===== src/rtl/picoblaze_io_pkg.sv =====
// Port address map and interrupt FSM encoding shared by the PicoBlaze I/O hub.
package picoblaze_io_pkg;

    localparam logic [7:0] ADDR_IN_BASE  = 8'h00;
    localparam logic [7:0] ADDR_PENDING  = 8'h10;
    localparam logic [7:0] ADDR_MASK     = 8'h11;
    localparam logic [7:0] ADDR_CLEAR    = 8'h12;
    localparam logic [7:0] ADDR_OVERRUN  = 8'h13;
    localparam logic [7:0] ADDR_OUT_BASE = 8'h20;

    typedef enum logic [1:0] {
        IRQ_IDLE,
        IRQ_REQ,
        IRQ_SERVICE
    } irq_state_t;

endpackage


===== src/rtl/picoblaze_irq_ctrl.sv =====
// Interrupt edge capture, PENDING/MASK/OVERRUN registers and request handshake FSM.
//
//   state       | meaning
//   IRQ_IDLE    | no request outstanding
//   IRQ_REQ     | interrupt asserted, waiting for interrupt_ack
//   IRQ_SERVICE | acknowledged, handler running until a CLEAR write
module picoblaze_irq_ctrl
    import picoblaze_io_pkg::*;
#(
    parameter int NUM_IRQ = 4
) (
    input  logic               clk,
    input  logic               reset,
    input  logic [NUM_IRQ-1:0] irq_src,
    input  logic               mask_wr,
    input  logic               clr_wr,
    input  logic               ovr_wr,
    input  logic [NUM_IRQ-1:0] wr_data,
    input  logic               interrupt_ack,
    output logic [NUM_IRQ-1:0] pending,
    output logic [NUM_IRQ-1:0] mask,
    output logic [NUM_IRQ-1:0] overrun,
    output logic               interrupt
);

    irq_state_t         state, state_nxt;
    logic [NUM_IRQ-1:0] irq_q;
    logic [NUM_IRQ-1:0] edge_det;
    logic               armed;
    logic               active;

    // irq_q holds zero straight out of reset, so the first cycle is not trusted for edges
    assign edge_det = armed ? (irq_src & ~irq_q) : '0;
    assign active   = |(pending & mask);

    always_ff @(posedge clk) begin
        if (reset) begin
            irq_q   <= '0;
            armed   <= 1'b0;
            pending <= '0;
            mask    <= '0;
            overrun <= '0;
            state   <= IRQ_IDLE;
        end else begin
            irq_q   <= irq_src;
            armed   <= 1'b1;
            pending <= (clr_wr ? (pending & ~wr_data) : pending) | edge_det;
            overrun <= (ovr_wr ? '0 : overrun) | (edge_det & pending);
            if (mask_wr) begin
                mask <= wr_data;
            end
            state <= state_nxt;
        end
    end

    always_comb begin
        state_nxt = state;
        case (state)
            IRQ_IDLE: begin
                if (active) state_nxt = IRQ_REQ;
            end
            IRQ_REQ: begin
                if (interrupt_ack) state_nxt = IRQ_SERVICE;
                else if (!active)  state_nxt = IRQ_IDLE;
            end
            IRQ_SERVICE: begin
                if (clr_wr) state_nxt = IRQ_IDLE;
            end
            default: state_nxt = IRQ_IDLE;
        endcase
    end

    assign interrupt = (state == IRQ_REQ);

endmodule


===== src/rtl/picoblaze_io_hub.sv =====
// PicoBlaze port-mapped I/O hub: input ports, output registers and an interrupt controller.
module picoblaze_io_hub
    import picoblaze_io_pkg::*;
#(
    parameter int NUM_IN  = 4,
    parameter int NUM_OUT = 4,
    parameter int NUM_IRQ = 4
) (
    input  logic                 clk,
    input  logic                 reset,
    input  logic [7:0]           port_id,
    input  logic                 write_strobe,
    input  logic                 read_strobe,
    input  logic [7:0]           out_port,
    output logic [7:0]           in_port,
    output logic                 interrupt,
    input  logic                 interrupt_ack,
    input  logic [NUM_IN*8-1:0]  in_data,
    output logic [NUM_IN-1:0]    in_rd_pulse,
    output logic [NUM_OUT*8-1:0] out_data,
    output logic [NUM_OUT-1:0]   out_wr_pulse,
    input  logic [NUM_IRQ-1:0]   irq_src
);

    logic               wr_mask, wr_clear, wr_overrun;
    logic [NUM_IRQ-1:0] pending, mask, overrun;
    logic [7:0]         rd_data;

    assign wr_mask    = write_strobe && (port_id == ADDR_MASK);
    assign wr_clear   = write_strobe && (port_id == ADDR_CLEAR);
    assign wr_overrun = write_strobe && (port_id == ADDR_OVERRUN);

    picoblaze_irq_ctrl #(
        .NUM_IRQ(NUM_IRQ)
    ) u_irq_ctrl (
        .clk          (clk),
        .reset        (reset),
        .irq_src      (irq_src),
        .mask_wr      (wr_mask),
        .clr_wr       (wr_clear),
        .ovr_wr       (wr_overrun),
        .wr_data      (out_port[NUM_IRQ-1:0]),
        .interrupt_ack(interrupt_ack),
        .pending      (pending),
        .mask         (mask),
        .overrun      (overrun),
        .interrupt    (interrupt)
    );

    // Anything not matched below (including the write-only CLEAR) reads as zero
    always_comb begin
        rd_data = 8'h00;
        for (int k = 0; k < NUM_IN; k++) begin
            if (port_id == ADDR_IN_BASE + 8'(k)) rd_data = in_data[8*k +: 8];
        end
        for (int k = 0; k < NUM_OUT; k++) begin
            if (port_id == ADDR_OUT_BASE + 8'(k)) rd_data = out_data[8*k +: 8];
        end
        if (port_id == ADDR_PENDING) rd_data[NUM_IRQ-1:0] = pending;
        if (port_id == ADDR_MASK)    rd_data[NUM_IRQ-1:0] = mask;
        if (port_id == ADDR_OVERRUN) rd_data[NUM_IRQ-1:0] = overrun;
    end

    always_ff @(posedge clk) begin
        if (reset) begin
            in_port      <= 8'h00;
            in_rd_pulse  <= '0;
            out_data     <= '0;
            out_wr_pulse <= '0;
        end else begin
            in_port <= rd_data;
            for (int k = 0; k < NUM_IN; k++) begin
                in_rd_pulse[k] <= read_strobe && (port_id == ADDR_IN_BASE + 8'(k));
            end
            for (int k = 0; k < NUM_OUT; k++) begin
                out_wr_pulse[k] <= write_strobe && (port_id == ADDR_OUT_BASE + 8'(k));
                if (write_strobe && (port_id == ADDR_OUT_BASE + 8'(k))) begin
                    out_data[8*k +: 8] <= out_port;
                end
            end
        end
    end

endmodule


===== config.mk =====
export PLATFORM = sky130hd
export DESIGN_NAME = picoblaze_io_hub
export DESIGN_NICKNAME = d
export VERILOG_FILES = /design/src/rtl/picoblaze_io_pkg.sv /design/src/rtl/picoblaze_irq_ctrl.sv /design/src/rtl/picoblaze_io_hub.sv
export SDC_FILE = /design/constraint.sdc
export NUM_CORES = 1
export LEC_CHECK = 0
export ABC_AREA = 1
export CAP_MARGIN = 25
export CELL_PAD_IN_SITES_DETAIL_PLACEMENT = 1
export CELL_PAD_IN_SITES_GLOBAL_PLACEMENT = 1
export CORE_UTILIZATION = 34
export DETAILED_ROUTE_END_ITERATION = 6
export PLACE_DENSITY = 0.87
export SYNTH_ARGS = -nofsm -noshare
export SYNTH_HDL_FRONTEND = slang
export SYNTH_SLANG_ARGS = --single-unit

===== constraint.sdc =====
create_clock -name clk -period 2.1 [get_ports clk]
set_input_delay 0.315 -clock clk [delete_from_list [all_inputs] [get_ports clk]]
set_output_delay 0.315 -clock clk [all_outputs]
set_load 0.02 [all_outputs]

==> impl_results.md <==
* Final worst-path cycle share at 0.8719
* Cell Rows at 34
* Warnings from Yosys at 0
* M3 GR Usage at 0.03476
* Syn_nets at 481
* Clock Sinks at 67
* Status: complete, no violations
* Largest net degree at the start of global routing at 43
* Post-CTS Setup Repair Bufs at 0
* CP endpoint kind: primary output
* GR Util met1 at 0.3023
* First-pass GRT wire length at 16.07 mm
* Initial antenna violation count at 0
* Ys async rst share at 0
* Syn Inst Count at 424
* Pwr per Cell Area at 612.2 nW/µm²
* DIE AREA at 9260 µm²
* Routing usage on met2 at 0.3877
* Max VDD drop at 0.0003059 V
* Post-synthesis cell area at 3019 µm²
* Layout overhead on the synthesized area at 47.12%
* Predominant post-synthesis flop cell: dfxtp_1
* Ranking of synthesized cells by area: dfxtp_1 (44%), nand2_1 (12%), a21oi_1 (8.8%), nand3_1 (7.3%), inv_1 (5.1%)
* TritonCTS clock tree: built
* Count of final max-slew check failures at 0
* Hold_buf cts at 0
* Die width at 96.23 µm
* Core box area at 8678 µm²
* Register bit total from synthesis at 67
* Synth cell types at 26
* Count leader, synth: nand2_1
* Max-cap violations at 0
* Hold Crit Endpoint: u_irq_ctrl.overrun[2]
* Critical path arrival at 1.52 ns
* H-Tree Level Count at 3
* CTS buffer count at 9
* Achievable frequency at 546.1 MHz
* FF/Latch Area at 1341 µm²
* Clock Pin Slew Worst Setup and Hold Paths at 0.07 ns
* GRT overflow at 0
* Vias in the first global route at 3,249
* Multi-input logic area at 1405 µm²
* Nets at 591
* Seq/Total Area, Yosys at 0.4443
* Final Skew at 0.008414 ns
* Total GRT Usage at 0.2323
* Hold path start: u_irq_ctrl.overrun[2]
* Detailed Routing Iterations Pass 1 at 5
* IO Pins at 106
* Worst Hold Depth at 2
* Placed insts at 631
* Rel. slew slack at 0.6983
* GR peak layer: met2
* Filler cells at 1,074
* Post-layout util at 0.5118
* Post-CTS Resized at 0
* RePlAce Congestion at 0.8097
* Worst R2R Start: out_data[9]
* Die Ht at 96.23 µm
* Post-DP HPWL at 7.741 mm
* # DRC at 0
* Starting Density at 0.3479
* PortBufs at 105
* Mean Syn Cell Area at 7.121 µm²
* Min Clock Period, post-route at 1.831 ns
* Startpoint types: flop
* FF-to-FF End: in_port[1]
* Top cell type's share of synthesized area at 0.4443
* Antenna-violating nets left at 0
* Most frequent cells after synthesis: nand2_1 (94), dfxtp_1 (67), a21oi_1 (53), nand3_1 (44), inv_1 (41)
* Clk root buf: clkbuf_8
* Total power draw at 2.719 mW
* Leak Pwr at 1.743 nW
* Clk_lat worst skew at 0.36 ns
* DR iter-0 viols at 106
* Final setup viols at 0
* R2r setup slk at 1.01 ns
* Drt total wl at 10.40 mm
* Required time of the worst setup path at 1.78 ns
* Synth area leader: dfxtp_1
* R2R depth at 8
* Clk buf depth at 2
* Type of the most critical hold path: flop to flop
* Via density at 5.011
* Layout cells sized above 1 at 0.1004
* Slew @ Worst Pin at 0.4491 ns
* Fin. Hold Viols at 0
* Ant diodes at 0
* RSZ-0062 raised after global routing: false
* Drt wl/cell at 16.10 µm
* Worst-path maximum fanout at 2
* Vias at 3,237
* Non-filler cells in the finished layout at 646
* Setup CP Type: flop to primary output
* Post-synth EDFFs at 0
## worst max-delay path by stage
stage                        start     endpoint  slack, ns  cells past startpoint
3_5_place_dp            port_id[0]   in_port[2]      -0.04                     12
6_report       u_irq_ctrl.state[0]    interrupt       0.27                      3
5_1_grt                 port_id[0]   in_port[7]       0.17                     10
3_3_place_gp            port_id[0]   in_port[2]       0.02                     12
4_1_cts        u_irq_ctrl.state[0]    interrupt       0.25                      3
2_1_floorplan           port_id[4]  out_data[9]       0.74                      9
## worst max-delay path, cell delays in order, from the launching register on
cell and delay (ns):
dfxtp_1 0.33, inv_1 0.06, nor2_1 0.13, clkdlybuf4s50_1 0.63
## metal layers
| metal | share of wire | wire (µm) |
|---|---|---|
| met5 | 0 | 0 |
| met4 | 0.013 | 132 |
| met2 | 0.46 | 4785 |
| met3 | 0.058 | 599 |
| met1 | 0.47 | 4885 |
## kinds of logic (layout without fill, tap and decap cells)
logic type | Yosys count | in the layout | share of synthesized area
AOI/OAI and AO/OA | 80 | 80 | 0.1351
buffers and inverters | 66 | 180 | 0.09035
and+or+nand+nor | 211 | 211 | 0.3303
DFF | 67 | 67 | 0.4443
## power by group
group	internal [mW]	switching [mW]	total, mW
logic	0.124	0.111	0.235
registers	1.28	0.0112	1.30
clock network	0.690	0.500	1.19
## registers in the layout, summed over array words and instances, names as in the netlist
register            count
out_wr_pulse            4
u_irq_ctrl.pending      4
u_irq_ctrl.overrun      4
u_irq_ctrl.mask         4
in_port                 8
in_rd_pulse             4
u_irq_ctrl.armed        1
u_irq_ctrl.irq_q        4
u_irq_ctrl.state        2
out_data               32
## final cells by class
class,count,share of cell area
Clock inverter,5,0.01746
Clock buffer,10,0.03099
Sequential cell,67,0.3020
Multi-Input combinational cell,291,0.3163
Timing Repair Buffer,116,0.2608
Tap cell,108,0.03042
Inverter,49,0.04197
## placed cells by master, fill, tap and decap left out, drive strengths merged
cell type and count:
nand4 13, clkbuf 10, nor3 3, o21ai 25, a2111oi 1, and3 1
dfxtp 67, clkinvlp 1, bufinv 2, a21oi 53, buf 11, nand3 46
a221oi 1, nand2 101, clkdlybuf4s50 105, nor2 47, inv 49, clkinv 2
## metrics by stage
step	hold slack [ns]	setup WS (ns)	instance area, µm²	TNS (ns)
after floorplan	0.4220	0.7420	3019	0
after global placement	0.4368	0.01910	4227	0
after detailed placement	0.4621	-0.03548	4227	-0.08760
after CTS	0.4740	0.2514	4442	0
after global routing	0.5008	0.1723	4442	0
final	0.4735	0.2690	4442	0
No activity file was read; power rests on OpenSTA's default activity.
